`config.mk`:
```
export PLATFORM = sky130hd
export DESIGN_NAME = mem_arbiter_flat
export DESIGN_NICKNAME = d
export VERILOG_FILES = /design/src/rtl/mem_arbiter_if.sv /design/src/rtl/mem_arbiter.sv /design/src/flat_wrapper.sv
export SDC_FILE = /design/constraint.sdc
export NUM_CORES = 1
export LEC_CHECK = 0
export ABC_AREA = 1
export CORE_ASPECT_RATIO = 0.5
export CORE_MARGIN = 2
export CORE_UTILIZATION = 25
export CTS_BUF_LIST = sky130_fd_sc_hd__clkbuf_2 sky130_fd_sc_hd__clkbuf_4 sky130_fd_sc_hd__clkbuf_8
export DETAILED_ROUTE_END_ITERATION = 10
export PLACE_DENSITY_LB_ADDON = 0.12
export SETUP_SLACK_MARGIN = 0.05
export SLEW_MARGIN = 20
export SYNTH_ARGS = -nofsm -noshare
export SYNTH_HDL_FRONTEND = slang
export SYNTH_SLANG_ARGS = --single-unit
```
`constraint.sdc`:
```
create_clock -name clk_i -period 2.06 [get_ports clk_i]
set_input_delay 0.309 -clock clk_i [delete_from_list [all_inputs] [get_ports clk_i]]
set_output_delay 0.309 -clock clk_i [all_outputs]
set_load 0.02 [all_outputs]
```
`src/rtl/mem_arbiter_if.sv`:
```
// Request, RAM and response signals between the fetch/LSU requesters, the arbiter and the shared RAM.
// The arbiter connects through the slave modport; the surrounding core and RAM use the master modport.
interface mem_arbiter_if #(
  parameter int unsigned Width     = 32,
  parameter int unsigned AddrWidth = 8
);
  localparam int unsigned MaskW = Width / 8;

  // Instruction fetch port (read only)
  logic                 instr_valid_i;
  logic                 instr_ready_o;
  logic [AddrWidth-1:0] instr_addr_i;
  logic [Width-1:0]     instr_rd_data_o;
  logic                 instr_rd_valid_o;

  // Load/store port
  logic                 data_valid_i;
  logic                 data_ready_o;
  logic [AddrWidth-1:0] data_addr_i;
  logic [Width-1:0]     data_wr_data_i;
  logic [MaskW-1:0]     data_wmask_i;
  logic [Width-1:0]     data_rd_data_o;
  logic                 data_rd_valid_o;

  // Shared single-port RAM
  logic                 mem_valid_o;
  logic                 mem_ready_i;
  logic [AddrWidth-1:0] mem_addr_o;
  logic [Width-1:0]     mem_wr_data_o;
  logic [MaskW-1:0]     mem_wmask_o;
  logic [Width-1:0]     mem_rd_data_i;
  logic                 mem_rd_valid_i;

  modport slave (
    input  instr_valid_i, instr_addr_i,
    output instr_ready_o, instr_rd_data_o, instr_rd_valid_o,
    input  data_valid_i, data_addr_i, data_wr_data_i, data_wmask_i,
    output data_ready_o, data_rd_data_o, data_rd_valid_o,
    output mem_valid_o, mem_addr_o, mem_wr_data_o, mem_wmask_o,
    input  mem_ready_i, mem_rd_data_i, mem_rd_valid_i
  );

  modport master (
    output instr_valid_i, instr_addr_i,
    input  instr_ready_o, instr_rd_data_o, instr_rd_valid_o,
    output data_valid_i, data_addr_i, data_wr_data_i, data_wmask_i,
    input  data_ready_o, data_rd_data_o, data_rd_valid_o,
    input  mem_valid_o, mem_addr_o, mem_wr_data_o, mem_wmask_o,
    output mem_ready_i, mem_rd_data_i, mem_rd_valid_i
  );
endinterface

```
`src/rtl/mem_arbiter.sv`:
```
// Round-robin arbiter that shares one 1rw RAM between instruction fetch and load/store.
// An in-order owner FIFO steers each RAM response back to the port that issued it.
module mem_arbiter #(
  parameter int unsigned Width          = 32,
  parameter int unsigned AddrWidth      = 8,
  parameter int unsigned MaxOutstanding = 2
) (
  input  logic          clk_i,
  input  logic          rst_i,
  mem_arbiter_if.slave  bus
);

  localparam int unsigned MaskW = Width / 8;
  localparam int unsigned PtrW  = (MaxOutstanding > 1) ? $clog2(MaxOutstanding) : 1;
  localparam int unsigned CntW  = $clog2(MaxOutstanding + 1);

  localparam logic OwnerInstr = 1'b0;
  localparam logic OwnerData  = 1'b1;

  typedef struct packed {
    logic [AddrWidth-1:0] addr;
    logic [Width-1:0]     wr_data;
    logic [MaskW-1:0]     wmask;
  } mem_req_t;

  logic [CntW-1:0]           count_q, count_d;
  logic [PtrW-1:0]           wr_ptr_q, wr_ptr_d;
  logic [PtrW-1:0]           rd_ptr_q, rd_ptr_d;
  logic                      prio_q, prio_d;
  logic [MaxOutstanding-1:0] owner_q, owner_d;

  logic     any_valid;
  logic     grant_data;
  logic     grant_instr;
  logic     pop;
  logic     can_issue;
  logic     accept;
  logic     head_owner;
  logic     resp_live;
  mem_req_t req;

  function automatic logic [PtrW-1:0] ptr_inc(input logic [PtrW-1:0] ptr);
    if (ptr == PtrW'(MaxOutstanding - 1)) begin
      return '0;
    end
    return ptr + PtrW'(1);
  endfunction

  // Grant and capacity; a response popping this cycle frees its slot immediately
  always_comb begin
    any_valid   = bus.instr_valid_i || bus.data_valid_i;
    grant_data  = bus.data_valid_i && (!bus.instr_valid_i || (prio_q == OwnerData));
    grant_instr = bus.instr_valid_i && !grant_data;
    pop         = bus.mem_rd_valid_i && (count_q != '0);
    can_issue   = !rst_i && bus.mem_ready_i &&
                  ((count_q < CntW'(MaxOutstanding)) || pop);
    accept      = any_valid && can_issue;
    head_owner  = owner_q[rd_ptr_q];
    resp_live   = !rst_i && pop;
  end

  // Winner's payload; fetches never write
  always_comb begin
    req = '0;
    if (!rst_i) begin
      if (grant_data) begin
        req.addr    = bus.data_addr_i;
        req.wr_data = bus.data_wr_data_i;
        req.wmask   = bus.data_wmask_i;
      end else if (grant_instr) begin
        req.addr = bus.instr_addr_i;
      end
    end
  end

  always_comb begin
    bus.instr_ready_o = grant_instr && can_issue;
    bus.data_ready_o  = grant_data && can_issue;
    bus.mem_valid_o   = accept;
    bus.mem_addr_o    = req.addr;
    bus.mem_wr_data_o = req.wr_data;
    bus.mem_wmask_o   = req.wmask;
  end

  // Response steering from the FIFO head; orphans fall through with no pulse
  always_comb begin
    bus.instr_rd_valid_o = 1'b0;
    bus.instr_rd_data_o  = '0;
    bus.data_rd_valid_o  = 1'b0;
    bus.data_rd_data_o   = '0;
    if (resp_live) begin
      if (head_owner == OwnerData) begin
        bus.data_rd_valid_o = 1'b1;
        bus.data_rd_data_o  = bus.mem_rd_data_i;
      end else begin
        bus.instr_rd_valid_o = 1'b1;
        bus.instr_rd_data_o  = bus.mem_rd_data_i;
      end
    end
  end

  // Owner FIFO, occupancy and round-robin pointer next state
  always_comb begin
    count_d  = count_q;
    wr_ptr_d = wr_ptr_q;
    rd_ptr_d = rd_ptr_q;
    prio_d   = prio_q;
    owner_d  = owner_q;

    if (accept) begin
      owner_d[wr_ptr_q] = grant_data ? OwnerData : OwnerInstr;
      wr_ptr_d          = ptr_inc(wr_ptr_q);
      prio_d            = grant_data ? OwnerInstr : OwnerData;
    end

    if (pop) begin
      rd_ptr_d = ptr_inc(rd_ptr_q);
    end

    case ({accept, pop})
      2'b10:   count_d = count_q + CntW'(1);
      2'b01:   count_d = count_q - CntW'(1);
      default: count_d = count_q;
    endcase
  end

  always_ff @(posedge clk_i) begin
    if (rst_i) begin
      count_q  <= '0;
      wr_ptr_q <= '0;
      rd_ptr_q <= '0;
      prio_q   <= OwnerData;
      owner_q  <= '0;
    end else begin
      count_q  <= count_d;
      wr_ptr_q <= wr_ptr_d;
      rd_ptr_q <= rd_ptr_d;
      prio_q   <= prio_d;
      owner_q  <= owner_d;
    end
  end

endmodule

```
`src/flat_wrapper.sv`:
```
// flat-port wrapper written by rule: the top's interface ports become plain ports
module mem_arbiter_flat 
#(
  parameter int unsigned Width          = 32,
  parameter int unsigned AddrWidth      = 8,
  parameter int unsigned MaxOutstanding = 2
)
  (clk_i, rst_i, bus_instr_valid_i, bus_instr_addr_i, bus_instr_ready_o, bus_instr_rd_data_o, bus_instr_rd_valid_o, bus_data_valid_i, bus_data_addr_i, bus_data_wr_data_i, bus_data_wmask_i, bus_data_ready_o, bus_data_rd_data_o, bus_data_rd_valid_o, bus_mem_valid_o, bus_mem_addr_o, bus_mem_wr_data_o, bus_mem_wmask_o, bus_mem_ready_i, bus_mem_rd_data_i, bus_mem_rd_valid_i);
  mem_arbiter_if #(.Width(Width), .AddrWidth(AddrWidth)) bus_i ();
  input  logic clk_i;
  input  logic rst_i;
  input wire logic [$bits(bus_i.instr_valid_i)-1:0] bus_instr_valid_i;
  input wire logic [$bits(bus_i.instr_addr_i)-1:0] bus_instr_addr_i;
  output wire logic [$bits(bus_i.instr_ready_o)-1:0] bus_instr_ready_o;
  output wire logic [$bits(bus_i.instr_rd_data_o)-1:0] bus_instr_rd_data_o;
  output wire logic [$bits(bus_i.instr_rd_valid_o)-1:0] bus_instr_rd_valid_o;
  input wire logic [$bits(bus_i.data_valid_i)-1:0] bus_data_valid_i;
  input wire logic [$bits(bus_i.data_addr_i)-1:0] bus_data_addr_i;
  input wire logic [$bits(bus_i.data_wr_data_i)-1:0] bus_data_wr_data_i;
  input wire logic [$bits(bus_i.data_wmask_i)-1:0] bus_data_wmask_i;
  output wire logic [$bits(bus_i.data_ready_o)-1:0] bus_data_ready_o;
  output wire logic [$bits(bus_i.data_rd_data_o)-1:0] bus_data_rd_data_o;
  output wire logic [$bits(bus_i.data_rd_valid_o)-1:0] bus_data_rd_valid_o;
  output wire logic [$bits(bus_i.mem_valid_o)-1:0] bus_mem_valid_o;
  output wire logic [$bits(bus_i.mem_addr_o)-1:0] bus_mem_addr_o;
  output wire logic [$bits(bus_i.mem_wr_data_o)-1:0] bus_mem_wr_data_o;
  output wire logic [$bits(bus_i.mem_wmask_o)-1:0] bus_mem_wmask_o;
  input wire logic [$bits(bus_i.mem_ready_i)-1:0] bus_mem_ready_i;
  input wire logic [$bits(bus_i.mem_rd_data_i)-1:0] bus_mem_rd_data_i;
  input wire logic [$bits(bus_i.mem_rd_valid_i)-1:0] bus_mem_rd_valid_i;
  assign bus_i.instr_valid_i = bus_instr_valid_i;
  assign bus_i.instr_addr_i = bus_instr_addr_i;
  assign bus_instr_ready_o = bus_i.instr_ready_o;
  assign bus_instr_rd_data_o = bus_i.instr_rd_data_o;
  assign bus_instr_rd_valid_o = bus_i.instr_rd_valid_o;
  assign bus_i.data_valid_i = bus_data_valid_i;
  assign bus_i.data_addr_i = bus_data_addr_i;
  assign bus_i.data_wr_data_i = bus_data_wr_data_i;
  assign bus_i.data_wmask_i = bus_data_wmask_i;
  assign bus_data_ready_o = bus_i.data_ready_o;
  assign bus_data_rd_data_o = bus_i.data_rd_data_o;
  assign bus_data_rd_valid_o = bus_i.data_rd_valid_o;
  assign bus_mem_valid_o = bus_i.mem_valid_o;
  assign bus_mem_addr_o = bus_i.mem_addr_o;
  assign bus_mem_wr_data_o = bus_i.mem_wr_data_o;
  assign bus_mem_wmask_o = bus_i.mem_wmask_o;
  assign bus_i.mem_ready_i = bus_mem_ready_i;
  assign bus_i.mem_rd_data_i = bus_mem_rd_data_i;
  assign bus_i.mem_rd_valid_i = bus_mem_rd_valid_i;
  mem_arbiter #(.Width(Width), .AddrWidth(AddrWidth), .MaxOutstanding(MaxOutstanding)) u_core (.clk_i(clk_i), .rst_i(rst_i), .bus(bus_i));
endmodule
```
==> impl_metrics.yaml <==
drt:
  m1WireLength_mm: 2.41
  drc: 0
  wl_met2_mm: 3.28
  top_layer: "met4"
  dr_wl_met3_um: 348
  wire_per_inst_um: 11.1
  detail_route.vias_per_cell: 4.00
  initialDrtViolationCount: 67
  dr.pass1.iters: 4
  postRouteAntennaNets: 0
  num_vias: 2196
  wl_mm: 6.12
synthesis:
  netlist_instances: 271
  synth_commonest_cells: "109 x nor2_1, 82 x inv_1, 29 x nand2_1"
  ys_seq_area_share_pct: 11.0
  synth_area_per_cell_um2: 4.70
  syn-num-nets: 362
  yosys_warnings: 0
  ys_ff_latch: 7
  syn_area_mm2: 0.00127
  synth_cell_type_count: 18
  async_flop_share_pct: 0
  yosysMostFrequentCell: "nor2_1"
  synthTopCellsByArea: "nor2_1 32%, inv_1 24%, dfxtp_1 11%, nand2_1 8.5%, buf_6 6.2%"
  yosys.area.top_type_share_pct: 32.1
  ys.flop_type: "dfxtp_1"
  synth-edff-count: 0
  yosysTopAreaCell: "nor2_1"
layout:
  final_util_pct: 59.5
  fill_cells: 532
  finalNetCount: 571
  stdcell_count: 549
  n_antenna_cell: 0
  area_growth_pct: 129
  drive_gt1_share_pct: 29.0
die:
  core_area_mm2: 0.00491
  start_util_pct: 25.9
  io_pins: 203
  die_y_um: 54.5
  die_w_um: 105
  rows: 18
  die_area_mm2: 0.00572
power:
  ir_drop_uv: 213
  p_sw_share_pct: 38.9
  power.leakage_uw: 0.00187
  pwr-share-seq_pct: 17.2
  p_clk_share_pct: 22.2
  p_switching_uw: 363
  cellPowerDensity_mw_per_mm2: 320
  p_int_uw: 572
  comb_power_share_pct: 60.6
worst_hold_path:
  holdPathStages: 2
  hold_path_class: "reg -> reg"
timing:
  finalCritPeriodShare_pct: 94.6
  layout_min_cycle_time_ns: 1.95
  slew_viol_final: 0
  slew_headroom_pct: 83.7
  worst_hold_slack_ns: 0.477
  hold_viol_final: 0
  fmax_ghz: 0.513
  finalSetupTns_ns: 0
  worstMarginPinSlew_ns: 0.244
  grt_setup_unrepaired: "no"
  clock_skew_ns: 0.00290
  setup_viol: 0
flow_run:
  maxCapViolations: 0
placement:
  routabilityCongestion: 0.771
  place_inst: 545
  dp_hpwl_mm: 5.25
  portBuffers: 202
clock_tree:
  numCtsBuffers: 3
  ctsRootBufferMaster: "clkbuf_8"
  cts_buffer_depth: 2
  post_cts_buffers: 0
  cts.sinks: 7
  cts-htree-levels: 1
  cts.clk_slew.worst_paths_ns: 0.04
  cts_tree: "built"
  clock_latency_ns: 0.23
global_routing:
  grt_overflow_total: 0
  grt_pass1_vias: 1923
  grt_max_degree: 37
  grt_util_all_layers_pct: 18.5
  grt_pass1_wl_mm: 8.65
  grt_antenna_before_repair: 0
run_status:
  status: "finished clean"
critical_path:
  r2r_cells: 9
  arrival_ns: 1.64
  worstPathMaxFanout: 33
  cp-end-kind: "output port"
  cp_data_required_time_ns: 1.75
  critical_path_class: "in -> out"
  setup.worst_path.start_class: "input port"
==> metrics by stage <==
stage	setup WS, ns	cell area, µm²	total power [µW]
after floorplan	0.609	1270	442
after global placement	-0.233	3420	791
after detailed placement	-0.288	3420	806
after CTS	0.0504	3400	969
after global routing	0.0558	2920	1010
final	0.112	2920	935
==> registers in the layout (all words and copies together), names as in the netlist <==
register	cells
u_core.owner_q	2
u_core.rd_ptr_q	1
u_core.count_q	2
u_core.wr_ptr_q	1
u_core.prio_q	1
==> placed cells by master (no fill, tap or decap), types with 5 or more instances in the layout <==
master	count
nor2_1	109
clkbuf_2	102
clkdlybuf4s50_1	88
inv_1	81
nand2_1	29
a21oi_1	12
buf_4	10
dfxtp_1	7
dlygate4sd2_1	6
buf_2	6
inv_2	5
==> worst paths after layout <==
check | startpoint | endpoint | slack, ns
worst min register to register | u_core.prio_q | u_core.prio_q | 0.48
worst min-delay path | u_core.prio_q | u_core.prio_q | 0.48
worst max register to register | u_core.count_q[1] | u_core.count_q[1] | 0.53
worst max-delay path | bus_mem_rd_valid_i | bus_data_rd_valid_o | 0.11
==> per-layer routing <==
metal	vias to the layer above	global-route usage (%)
met5	-	0
met4	0	6.44
met3	8	3.93
met2	76	39.4
met1	952	18.8
li1	1160	-
==> power by group through the flow <==
stage                     logic (µW)  registers [µW]  clock network, µW
after floorplan                  282             160                  0
after global routing             621             163                226
after global placement           630             161                  0
after detailed placement         643             163                  0
final                            567             161                208
after CTS                        597             160                212
==> worst max-delay path: stages <==
cell             delay [ns]
clkdlybuf4s50_1        0.50
o21ai_2                0.10
nor2_4                 0.11
nand2_2                0.07
buf_12                 0.17
inv_2                  0.05
dlygate4sd2_1          0.33
==> logic make-up (layout without fill, tap and decap cells) <==
group	count (synthesis)	count (layout)	synth area share, %
and+or+nand+nor	149	149	47.6
buffers and inverters	97	305	33.1
adders and majority gates	1	1	0.982
DFF	7	7	11.0
AOI/OAI and AO/OA	17	17	7.27
==> final cells by class <==
| class | instances | area (µm²) | area share [%] |
|---|---|---|---|
| Inverter | 86 | 323 | 11.1 |
| Timing Repair Buffer | 215 | 1610 | 55.1 |
| Tap cell | 70 | 87.6 | 3.00 |
| Clock buffer | 4 | 48.8 | 1.67 |
| Multi-Input combinational cell | 167 | 712 | 24.4 |
| Sequential cell | 7 | 140 | 4.80 |
==> timing repair <==
action,in CTS,in global routing
hold buffers,0,0
gates resized for setup,171,166
endpoints found under the setup margin,113,109
Note: power is estimated with default switching activity, not from simulation.
